## src/rtl/bcd_tick_counter.sv

```systemverilog
// Prescaled BCD tick counter: divides the clock to a tick rate and counts in
// BCD across DIGITS digits with up/down, pause, checked load and 7-seg decode.

module bcd_seg_dec #(
    parameter bit ACTIVE_LOW = 1'b0
) (
    input  logic [3:0] digit,
    output logic [6:0] seg
);
    logic [6:0] seg_hi;

    always_comb begin
        seg_hi = 7'h00;
        case (digit)
            4'd0: seg_hi = 7'h3F;
            4'd1: seg_hi = 7'h06;
            4'd2: seg_hi = 7'h5B;
            4'd3: seg_hi = 7'h4F;
            4'd4: seg_hi = 7'h66;
            4'd5: seg_hi = 7'h6D;
            4'd6: seg_hi = 7'h7D;
            4'd7: seg_hi = 7'h07;
            4'd8: seg_hi = 7'h7F;
            4'd9: seg_hi = 7'h6F;
            default: seg_hi = 7'h00;
        endcase
    end

    assign seg = ACTIVE_LOW ? ~seg_hi : seg_hi;
endmodule

module bcd_tick_counter #(
    parameter int CLK_HZ         = 50000000,
    parameter int TICK_HZ        = 1,
    parameter int DIGITS         = 2,
    parameter int MODULO         = 100,
    parameter bit SEG_ACTIVE_LOW = 1'b0
) (
    input  logic                  clk_50MHz,
    input  logic                  clr_n,
    input  logic                  en,
    input  logic                  up,
    input  logic                  load,
    input  logic [4*DIGITS-1:0]   load_val,
    output logic [4*DIGITS-1:0]   bcd,
    output logic [7*DIGITS-1:0]   seg,
    output logic                  tick,
    output logic                  cn,
    output logic                  load_err
);
    localparam int DIV = CLK_HZ / TICK_HZ;
    localparam int PW  = $clog2(DIV);

    function automatic logic [4*DIGITS-1:0] to_bcd(input int v);
        int r;
        r      = v;
        to_bcd = '0;
        for (int i = 0; i < DIGITS; i++) begin
            to_bcd[4*i +: 4] = 4'(r % 10);
            r                = r / 10;
        end
    endfunction

    localparam logic [PW-1:0]       PRE_MAX = PW'(DIV - 1);
    localparam logic [4*DIGITS-1:0] MAX_BCD = to_bcd(MODULO - 1);

    logic [PW-1:0]       pre_q, pre_d;
    logic [4*DIGITS-1:0] bcd_q, bcd_d;
    logic                tick_q, tick_d;
    logic                cn_q, cn_d;
    logic                err_q, err_d;

    logic                step;
    logic [4*DIGITS-1:0] bcd_inc, bcd_dec;
    logic                ld_ok;
    logic [31:0]         ld_bin;

    // Load value must be well-formed BCD and inside the modulus.
    always_comb begin
        ld_ok  = 1'b1;
        ld_bin = '0;
        for (int i = DIGITS - 1; i >= 0; i--) begin
            if (load_val[4*i +: 4] > 4'd9) ld_ok = 1'b0;
            ld_bin = ld_bin * 32'd10 + {28'd0, load_val[4*i +: 4]};
        end
        if (ld_bin >= 32'(MODULO)) ld_ok = 1'b0;
    end

    always_comb begin
        logic carry, borrow;
        bcd_inc = bcd_q;
        bcd_dec = bcd_q;
        carry   = 1'b1;
        borrow  = 1'b1;
        for (int i = 0; i < DIGITS; i++) begin
            if (carry) begin
                if (bcd_q[4*i +: 4] == 4'd9) begin
                    bcd_inc[4*i +: 4] = 4'd0;
                end else begin
                    bcd_inc[4*i +: 4] = bcd_q[4*i +: 4] + 4'd1;
                    carry             = 1'b0;
                end
            end
            if (borrow) begin
                if (bcd_q[4*i +: 4] == 4'd0) begin
                    bcd_dec[4*i +: 4] = 4'd9;
                end else begin
                    bcd_dec[4*i +: 4] = bcd_q[4*i +: 4] - 4'd1;
                    borrow            = 1'b0;
                end
            end
        end
    end

    assign step = en && (pre_q == PRE_MAX);

    always_comb begin
        pre_d  = pre_q;
        bcd_d  = bcd_q;
        tick_d = 1'b0;
        cn_d   = 1'b0;
        err_d  = 1'b0;
        if (en) pre_d = step ? '0 : pre_q + 1'b1;
        if (step) begin
            tick_d = 1'b1;
            if (up) begin
                cn_d  = (bcd_q == MAX_BCD);
                bcd_d = cn_d ? '0 : bcd_inc;
            end else begin
                cn_d  = (bcd_q == '0);
                bcd_d = cn_d ? MAX_BCD : bcd_dec;
            end
        end
        // A valid load wins over a step due on the same edge.
        if (load) begin
            if (ld_ok) begin
                bcd_d  = load_val;
                pre_d  = '0;
                tick_d = 1'b0;
                cn_d   = 1'b0;
            end else begin
                err_d = 1'b1;
            end
        end
    end

    always_ff @(posedge clk_50MHz or negedge clr_n) begin
        if (!clr_n) begin
            pre_q  <= '0;
            bcd_q  <= '0;
            tick_q <= 1'b0;
            cn_q   <= 1'b0;
            err_q  <= 1'b0;
        end else begin
            pre_q  <= pre_d;
            bcd_q  <= bcd_d;
            tick_q <= tick_d;
            cn_q   <= cn_d;
            err_q  <= err_d;
        end
    end

    for (genvar g = 0; g < DIGITS; g++) begin : g_dig
        bcd_seg_dec #(.ACTIVE_LOW(SEG_ACTIVE_LOW)) u_dec (
            .digit (bcd_q[4*g +: 4]),
            .seg   (seg[7*g +: 7])
        );
    end

    assign bcd      = bcd_q;
    assign tick     = tick_q;
    assign cn       = cn_q;
    assign load_err = err_q;
endmodule

```

## config.mk

```make
export PLATFORM = sky130hd
export DESIGN_NAME = bcd_tick_counter
export DESIGN_NICKNAME = d
export VERILOG_FILES = /design/src/rtl/bcd_tick_counter.sv
export SDC_FILE = /design/constraint.sdc
export NUM_CORES = 1
export LEC_CHECK = 0
export CAP_MARGIN = 0
export CORE_AREA = 2 2 79 81
export DETAILED_ROUTE_END_ITERATION = 10
export DIE_AREA = 0 0 81 83
export GPL_ROUTABILITY_DRIVEN = 0
export PLACE_DENSITY = 0.78
export SYNTH_ARGS = -nofsm -noshare
export SYNTH_HDL_FRONTEND = slang
export SYNTH_HIERARCHICAL = 1
export SYNTH_SLANG_ARGS = --single-unit
```

## constraint.sdc

```tcl
create_clock -name clk_50MHz -period 2.1 [get_ports clk_50MHz]
set_input_delay 0.315 -clock clk_50MHz [delete_from_list [all_inputs] [get_ports clk_50MHz]]
set_output_delay 0.315 -clock clk_50MHz [all_outputs]
set_load 0.02 [all_outputs]
```

==> metrics.cfg <==
[finish]
multi_input_area_um2 = 2150
final_core_util_pct = 73.5
final.fill_count = 423
seq_area_um2 = 926
syn2layout_area_growth_pct = 48.6
diodes = 0
layout.nets = 471
finalInstanceArea_um2 = 4270
drive_above_1_share_pct = 33.2

[logic_synthesis]
ys_ff_latch = 37
async_reset_ff_share_pct = 100
synth_top_area_share_pct = 32.2
ys_top_cells_by_area = dfrtp_1 32%, ha_1 10%, nor2_1 5.4%
synth_edf_count = 0
synthDistinctLibCells = 57
synthTopCellsByCount = 41 x nor2_1, 37 x dfrtp_1, 23 x ha_1
synth_most_common_cell = nor2_1
syn_inst = 333
syn_nets = 371
synth_largest_area_cell = dfrtp_1
syn_area_um2 = 2880
yosysSeqAreaShare_pct = 32.2
syn_area_per_cell_um2 = 8.64
yosys_warnings = 6
synth_ff_type = dfrtp_1

[drt]
ant_nets = 0
first_pass_iters = 5
routed_wl_um = 8860
vias_per_cell = 5.87
vias = 2987
wl_per_cell_um = 17.4
drc = 0
drtIter0Drc = 151

[timing]
setup-violations-final = 37
tightestPinTransition_ns = 0.828
fin_skew_ns = 0.00785
maxSlewViolCount = 0
layout_min_cycle_time_ns = 2.49
whs_ns = 0.116
max_slew_margin_pct = 44.8
finalWorstSetupSlack_ns = -0.388
finalHoldViolations = 0
period_share_pct = 118
rsz0062_at_grt = yes
fmax_ghz = 0.402

[power_and_ir_drop]
vdd_drop_max_mv = 0.537
power_uw = 3790
p_leak_uw = 0.00188
powerDensity_nw_per_um2 = 888

[die]
boundaryPins = 38
fp.dieArea_um2 = 6720
row_count = 28
core_area_um2 = 5820
initial_core_util_pct = 49.5
die_h_um = 83
die_x_um = 81

[clock_network]
cts.sink_count = 37
path_clk_slew_ns = 0.08
tritoncts = yes
clockRootBuffer = clkbuf_8
hold_buffers = 0
tritoncts.num_buffers = 5
clock_tree.htree_level_count = 2
clock_latency_ns = 0.29
max-clock-path-buffers = 2

[critical_path]
cp_common_cell = ha_4
required_ns = 2.28
worstSetupPathType = in -> reg
worstSetupEndpointType = flop
slowest_stage = or4_4
slowest_delay_ns = 0.55
crit_chain = buf_6 > ha_4 > ha_4 > inv_2 > fa_2 > xor2_4 > nand2_1 > or4_4 > nand3_4 > nor2_4 > mux2_4
crit_fanout = 5
cp-start-kind = input pin
cp_top_family = simple AND/OR/NAND/NOR gates
cp_num_buf_inv = 2
critical_path_arrival_ns = 2.67

[global_route]
grt.total_usage_pct = 24.4
met3_usage_pct = 3.26
busiest_layer = met2
met1_usage_pct = 31.7
grt_overflow = 0
grt_max_degree = 38
grt_first_pass_wirelength_um = 13100
grt_pass1_vias = 2895
grt_use_met2_pct = 40.9
antenna_found_initial = 0

[run_status]
failed_checks = negative setup slack
status = finished with violations

[place]
dpl-instance-area_um2 = 3780
portBuffers = 37
dp_hpwl_um = 5210

[hold_path]
min_path_type = in -> async

[job]
drv_cap = 0

-- cells by family (layout without fill, tap and decap cells) --
family	Yosys count	in the layout	share of synthesized area, %
AO/OA/AOI/OAI	69	69	15.7
XOR/XNOR	29	29	8.83
adder cells (fa/ha/maj)	25	25	11.4
buffers and inverters	34	134	5.00
flip-flops	37	37	32.2
multiplexers	8	8	3.04
AND/OR/NAND/NOR	131	132	23.8
-- power breakdown --
group | leakage (uW) | internal, uW | switching [uW]
combinational | 0.00133 | 1000 | 1250
clock | 0.0000543 | 356 | 283
sequential | 0.000492 | 797 | 104
-- cell type report --
class / count / area share (%)
sequential: 37 / 21.7
clock inverter: 3 / 1.08
tap: 75 / 2.20
inverter: 22 / 1.93
timing repair buffer: 104 / 21.1
multi-input combinational: 263 / 50.4
clock buffer: 5 / 1.61
-- per-layer routing --
layer	vias up	routed length, um
li1	1364	-
met1	1458	3610
met2	132	4450
met3	33	537
met4	0	263
met5	-	0
-- repair_timing --
| action | in CTS | in global routing |
|---|---|---|
| setup endpoints to repair | 51 | 40 |
| resized for setup | 77 | 38 |
| buffers inserted | 4 | 4 |
| pin swaps | 19 | 14 |
| gates cloned | 2 | 2 |
-- worst paths after layout --
check                      cells past startpoint  slack, ns        start   endpoint
max                                           11      -0.39  load_val[5]     bcd[7]
min                                            1       0.12        clr_n  pre_q[18]
max reg2reg                                    7      -0.25     pre_q[7]     bcd[6]
min reg2reg                                    2       0.55    pre_q[22]  pre_q[22]
max in group asynchronous                      1       1.46        clr_n   pre_q[1]
min in group clk_50MHz                         3       0.43  load_val[7]     bcd[7]
-- state kept, by name, indices dropped and copies added, names as in the netlist --
name / cells
pre_q: 26
bcd: 8
cn: 1
load_err: 1
tick: 1
-- placed cells by master (no fill, tap or decap), types with 7 or more instances in the layout --
cell type / netlist / layout
o21ai_0: 16 / 14
nand3_1: 16 / 15
dfrtp_1: 37 / 37
a21oi_1: 17 / 13
xor2_1: 15 / 14
nand2b_1: 9 / 8
nand2_1: 22 / 22
clkdlybuf4s50_1: 0 / 15
nor2_4: 0 / 10
dlygate4sd2_1: 0 / 13
buf_6: 1 / 7
buf_4: 1 / 58
nor2_1: 41 / 20
ha_1: 23 / 18
xnor2_1: 14 / 13
nor2_2: 0 / 12
inv_1: 22 / 21
-- stage by stage --
| stage | cells | setup TNS [ns] | setup WS, ns |
|---|---|---|---|
| 3_5_place_dp | 489 | -36.68 | -1.06 |
| 6_report | 509 | -11.56 | -0.388 |
| 4_1_cts | 503 | -7.33 | -0.268 |
| 3_3_place_gp | 489 | -31.97 | -0.953 |
| 5_1_grt | 509 | -12.82 | -0.423 |
| 2_1_floorplan | 333 | -11.77 | -0.492 |
Power figures use the tool's default switching activity.
